<file path="src/rtl/encoder_acq_sched.sv">
`default_nettype none
// ============================================================================
// Module : encoder_acq_sched
// Multi-channel acquisition scheduler: periodic request tick, ascending-order
// engine requests with per-channel timeout, angle capture and sticky status.
// Option : define ENCODER_ACQ_ERRCNT_EN to build the saturating error counter;
//          otherwise err_cnt is tied to zero.
// Rev    : 1.0  initial release
// ============================================================================
module encoder_acq_sched #(
    parameter int N_CH    = 4,
    parameter int DW      = 32,
    parameter int PER_W   = 16,
    parameter int TMO_CYC = 20000
) (
    input  logic                 clk,
    input  logic                 rst,
    input  logic [PER_W-1:0]     period,
    input  logic [N_CH-1:0]      ch_en,
    input  logic                 sts_clr,
    input  logic [N_CH-1:0]      done,
    input  logic [N_CH-1:0]      eng_err,
    input  logic [N_CH*DW-1:0]   eng_data,
    output logic [N_CH-1:0]      req,
    output logic [N_CH*DW-1:0]   data_out,
    output logic [N_CH-1:0]      data_vld,
    output logic [N_CH-1:0]      tmo_flag,
    output logic [N_CH-1:0]      crc_flag,
    output logic                 overrun,
    output logic                 busy,
    output logic [15:0]          frame_id,
    output logic [15:0]          err_cnt
);

    localparam int c_IW = (N_CH > 1) ? $clog2(N_CH) : 1;
    localparam int c_TW = $clog2(TMO_CYC);
    localparam logic [c_TW-1:0] c_TMO_LAST = c_TW'(TMO_CYC - 1);

    localparam logic [1:0] c_IDLE  = 2'd0;
    localparam logic [1:0] c_ISSUE = 2'd1;
    localparam logic [1:0] c_WAIT  = 2'd2;
    localparam logic [1:0] c_NEXT  = 2'd3;

    logic [1:0]           r_state;
    logic [c_IW-1:0]      r_idx;
    logic [PER_W-1:0]     r_timer;
    logic [c_TW-1:0]      r_tmo;
    logic [N_CH-1:0]      r_req;
    logic [N_CH*DW-1:0]   r_data_out;
    logic [N_CH-1:0]      r_data_vld;
    logic [N_CH-1:0]      r_tmo_flag;
    logic [N_CH-1:0]      r_crc_flag;
    logic                 r_overrun;
    logic [15:0]          r_frame_id;

    logic                 w_tick;
    logic                 w_first_vld;
    logic [c_IW-1:0]      w_first_idx;
    logic                 w_next_vld;
    logic [c_IW-1:0]      w_next_idx;
    logic [N_CH-1:0]      w_idx_oh;
    logic [N_CH-1:0]      w_first_oh;
    logic [N_CH-1:0]      w_next_oh;
    logic                 w_in_wait;
    logic                 w_done_cur;
    logic                 w_err_cur;
    logic                 w_hit;
    logic                 w_tmo_hit;
    logic                 w_cap;
    logic [N_CH-1:0]      w_crc_set;
    logic [N_CH-1:0]      w_tmo_set;

    assign w_tick = (period != '0) && (r_timer >= period);

    // Descending scan so the lowest qualifying channel is the one left standing.
    always_comb begin
        w_first_vld = 1'b0;
        w_first_idx = '0;
        w_next_vld  = 1'b0;
        w_next_idx  = '0;
        for (int i = N_CH - 1; i >= 0; i--) begin
            if (ch_en[i]) begin
                w_first_vld = 1'b1;
                w_first_idx = c_IW'(i);
            end
            if (ch_en[i] && (c_IW'(i) > r_idx)) begin
                w_next_vld = 1'b1;
                w_next_idx = c_IW'(i);
            end
        end
        w_idx_oh   = '0;
        w_first_oh = '0;
        w_next_oh  = '0;
        for (int i = 0; i < N_CH; i++) begin
            w_idx_oh[i]   = (r_idx == c_IW'(i));
            w_first_oh[i] = (w_first_idx == c_IW'(i));
            w_next_oh[i]  = (w_next_idx == c_IW'(i));
        end
    end

    always_comb begin
        w_in_wait  = (r_state == c_WAIT);
        w_done_cur = |(done & w_idx_oh);
        w_err_cur  = |(eng_err & w_idx_oh);
        w_hit      = w_in_wait && w_done_cur;
        w_tmo_hit  = w_in_wait && !w_done_cur && (r_tmo == c_TMO_LAST);
        w_cap      = w_hit && !w_err_cur;
        w_crc_set  = (w_hit && w_err_cur) ? w_idx_oh : '0;
        w_tmo_set  = w_tmo_hit ? w_idx_oh : '0;
    end

    always_ff @(posedge clk) begin
        if (rst) begin
            r_state    <= c_IDLE;
            r_idx      <= '0;
            r_timer    <= '0;
            r_tmo      <= '0;
            r_req      <= '0;
            r_data_out <= '0;
            r_data_vld <= '0;
            r_tmo_flag <= '0;
            r_crc_flag <= '0;
            r_overrun  <= 1'b0;
            r_frame_id <= '0;
        end else begin
            r_timer    <= w_tick ? '0 : r_timer + PER_W'(1);
            r_req      <= '0;
            r_data_vld <= w_cap ? w_idx_oh : '0;

            // A set in the same cycle as sts_clr survives the clear.
            r_tmo_flag <= (sts_clr ? '0 : r_tmo_flag) | w_tmo_set;
            r_crc_flag <= (sts_clr ? '0 : r_crc_flag) | w_crc_set;
            r_overrun  <= (sts_clr ? 1'b0 : r_overrun) | (w_tick && (r_state != c_IDLE));

            for (int i = 0; i < N_CH; i++) begin
                if (w_cap && w_idx_oh[i]) begin
                    r_data_out[i*DW +: DW] <= eng_data[i*DW +: DW];
                end
            end

            case (r_state)
                c_IDLE: begin
                    if (w_tick && w_first_vld) begin
                        r_idx      <= w_first_idx;
                        r_req      <= w_first_oh;
                        r_frame_id <= r_frame_id + 16'd1;
                        r_state    <= c_ISSUE;
                    end
                end
                c_ISSUE: begin
                    r_tmo   <= '0;
                    r_state <= c_WAIT;
                end
                c_WAIT: begin
                    if (w_hit || w_tmo_hit) begin
                        r_state <= c_NEXT;
                    end else begin
                        r_tmo <= r_tmo + c_TW'(1);
                    end
                end
                default: begin
                    if (w_next_vld) begin
                        r_idx   <= w_next_idx;
                        r_req   <= w_next_oh;
                        r_state <= c_ISSUE;
                    end else begin
                        r_state <= c_IDLE;
                    end
                end
            endcase
        end
    end

`ifdef ENCODER_ACQ_ERRCNT_EN
    logic        w_err_inc;
    logic [15:0] w_err_base;
    logic [15:0] r_err_cnt;

    assign w_err_inc  = (w_hit && w_err_cur) || w_tmo_hit;
    assign w_err_base = sts_clr ? 16'h0000 : r_err_cnt;

    always_ff @(posedge clk) begin
        if (rst) begin
            r_err_cnt <= '0;
        end else if (w_err_inc) begin
            r_err_cnt <= (w_err_base == 16'hFFFF) ? 16'hFFFF : w_err_base + 16'd1;
        end else begin
            r_err_cnt <= w_err_base;
        end
    end

    assign err_cnt = r_err_cnt;
`else
    assign err_cnt = 16'h0000;
`endif

    assign req      = r_req;
    assign data_out = r_data_out;
    assign data_vld = r_data_vld;
    assign tmo_flag = r_tmo_flag;
    assign crc_flag = r_crc_flag;
    assign overrun  = r_overrun;
    assign busy     = (r_state != c_IDLE);
    assign frame_id = r_frame_id;

endmodule
`default_nettype wire

</file>
<file path="config.mk">
export PLATFORM = sky130hd
export DESIGN_NAME = encoder_acq_sched
export DESIGN_NICKNAME = d
export VERILOG_FILES = /design/src/rtl/encoder_acq_sched.sv
export SDC_FILE = /design/constraint.sdc
export NUM_CORES = 1
export LEC_CHECK = 0
export CORE_UTILIZATION = 31
export CTS_BUF_LIST = sky130_fd_sc_hd__clkbuf_8
export DETAILED_ROUTE_END_ITERATION = 8
export PLACE_DENSITY_LB_ADDON = 0.2
export SLEW_MARGIN = 20
export SYNTH_ARGS = -nofsm -noshare
export SYNTH_HDL_FRONTEND = slang
export SYNTH_SLANG_ARGS = --single-unit
</file>
<file path="constraint.sdc">
create_clock -name clk -period 5.31 [get_ports clk]
set_clock_uncertainty 0.05 [all_clocks]
set_input_delay 0.7965 -clock clk [delete_from_list [all_inputs] [get_ports clk]]
set_output_delay 0.7965 -clock clk [all_outputs]
set_load 0.01 [all_outputs]
</file>
==> metrics <==
run status finished clean; P_sw 732.4 µW; Post-synth top flop dfxtp_1; post-synthesis cell count 1,004; non-filler cells, final 1,639; DP HPWL 17.64 mm; Worst path top cell family by delay buffers and inverters; Inserted Clock Buffers 17; Hold Buf Count CTS 0; CTS clk-pin slew, worst paths 0.10 ns; CP max stage delay 0.47 ns; Reg2Reg Depth 6; remaining global-route overflow 0; Sink Count 196; final setup violation count 0; Initial DRT Pass Iterations 4; Post-Route WL 24.86 mm; Reg power frac 55.0%; post-synth top area share 48.46%; Fin Setup TNS 0 ns; IO Pins 337; ANT cells 0; Worst Max-Slew Pin Slew 0.9223 ns; antenna violations before repair 0; CP arrival 3.48 ns; compound-gate portion of the synthesized area 13.27%; post-route core utilization 46.89%; Site Rows 58; maximum vdd drop 0.1237 mV; share of layout cells above drive strength 1 4.660%; most frequent cells in the layout clkdlybuf4s50_1, nand2_1, dfxtp_1, a21oi_1, nor2_1; top post-synthesis cells by area dfxtp_1, nand2_1, a21oi_1; Layout Nets 1,479; CTS tree yes; die footprint 26,770 µm²; Slowest cell on crit path clkdlybuf4s50_1; remaining antenna violation count 0; CTS HTree Levels 4; Internal Power 1.970 mW; pre-CTS setup slack 1.650 ns; max_cap viols 0; port bufs 320; largest net degree at the start of global routing 120; adder-cell share of the synthesized area 3.554%; EDFF count, synth 0; Tcrit/Tclk final 59.66%; most common cell after layout, fill and taps aside clkdlybuf4s50_1; register area 3924 µm²; Hold Fails Final Rpt 0; chip width 163.6 µm; Critical Path Fanout Max 19; vias in the first global route 7,316; Slew Viols, Final 0; hold depth 2; clk buf depth 2; CP Class in2reg; Slew Limit Headroom 38.52%; setup repair bufs after CTS 0; clock share of power 35.7%; fillers 2,510; fin crit period 3.168 ns; initial detailed-routing violation count 401; Unique masters post-synth 50; wire per inst 15.17 µm; combinational power share 9.2%; CP Buf/Inv Count 3; area of the multi-input gates 3782 µm²; sequential element share of the synthesized area 48.46%; Initial Util 31.88%; post-CTS sizing 0; Hold Crit Class reg2reg; routability congestion estimate 0.7892; All-Layer GR Usage 18.55%; core area 25,400 µm²; cell taking the most area after synthesis dfxtp_1; Net Sw Frac 27.10%; Worst Setup Start Kind primary input; f_max 315.7 MHz; first-pass GRT wire length 38.68 mm; Async S/R FF share, synth 0%; Final WS setup 2.142 ns; Leak 4.133 nW; P&R area growth vs syn 47.10%; via count 7,605; Crit. End Element register; Yosys Warn Count 0; CP cell instances clkdlybuf4s50_1, inv_1, ha_1, nand2_1, nor4_2, a32oi_1, a211oi_2, buf_4, and3_1, mux2_2; cell depth of the worst setup path 10; multiplexer share of the synthesized area 1.885%; RSZ-0062 raised after global routing no; register bit count reported by yosys 196; root buffer selected by CTS clkbuf_8; dpl cells 1,608; Clk Latency, worst-skew pair 0.47 ns; CP required 5.62 ns; DR DRC count 0; Power Density 226.9 nW/µm²; Synth Area in XOR/XNOR 2.921%; simple-gate portion of the synthesized area 24.12%; main combinational cell family by area after synthesis simple AND/OR/NAND/NOR gates; syn avg cell area 8.064 µm²; Synth Cell Area 8097 µm²; die boundary height 163.6 µm; via-per-instance ratio 4.640
logic make-up after synthesis:
group                    Yosys count
AO/OA/AOI/OAI                    193
XOR/XNOR                          27
adder cells (fa/ha/maj)           23
buffers and inverters            103
flip-flops                       196
multiplexers                      12
other                              1
AND/OR/NAND/NOR                  449
state kept, by name, indices dropped and copies added (netlist names):
signal	count
data_vld	4
r_tmo	15
crc_flag	4
req	4
r_timer	16
r_idx	2
overrun	1
r_state	2
frame_id	16
data_out	128
tmo_flag	4
power groups by stage:
stage	registers (mW)	logic [mW]	clock network [mW]
after CTS	1.49	0.251	1.02
after floorplan	1.51	0.115	0
after global routing	1.49	0.273	1.06
after global placement	1.52	0.249	0
final	1.49	0.250	0.965
after detailed placement	1.52	0.250	0
worst reg2reg max path, delay by kind of cell (launching register included):
| family | cells | cell delay (ns) |
|---|---|---|
| and+or+nand+nor | 3 | 0.76 |
| muxes | 1 | 0.66 |
| xor gates and xnor gates | 1 | 0.17 |
| DFF | 1 | 0.83 |
| AOI/OAI and AO/OA | 1 | 0.14 |
per-stage QoR:
stage	cell area [µm²]	hold WS, ns	total power, mW
2_1_floorplan	8153	0.3871	1.630
3_3_place_gp	11520	0.3908	1.770
3_5_place_dp	11520	0.3967	1.771
4_1_cts	11910	0.4113	2.755
5_1_grt	11910	0.4267	2.826
6_report	11910	0.4077	2.703
worst paths after layout:
check / from / endpoint / slack (ns)
max: period[15] / frame_id[4] / 2.14
min: data_out[30] / data_out[30] / 0.41
max reg2reg: r_idx[0] / r_tmo[11] / 2.58
min reg2reg: data_out[30] / data_out[30] / 0.41
routing by layer:
metal	vias to the layer above	part of all wire [%]	global-route usage, %
met3	22	9.2	8.304
met1	3474	41	21.21
met2	225	48	31.24
li1	3884	-	-
met5	-	0	0
met4	0	1.3	4.798
synth_stat cells (7+ instances only):
library cell and n:
nand2_1 282, dfxtp_1 196, a21oi_1 150, nor2_1 71, clkbuf_1 46, inv_1 31
ha_1 23, xnor2_1 18, buf_4 16, nand3_1 15, nand4_1 15, o21ai_0 11
and3_1 10, nor3_1 9, xor2_1 9, buf_2 8, nor2b_1 8, a22oi_1 7
nand2b_1 7
area by class of cell:
| cell class | instances | share of cell area [%] |
|---|---|---|
| Clock buffer | 17 | 1.964 |
| Clock inverter | 14 | 1.324 |
| Inverter | 32 | 1.009 |
| Multi-Input combinational cell | 720 | 31.76 |
| Sequential cell | 196 | 32.94 |
| Tap cell | 330 | 3.467 |
| Timing Repair Buffer | 330 | 27.53 |
Power figures use the tool's default switching activity.
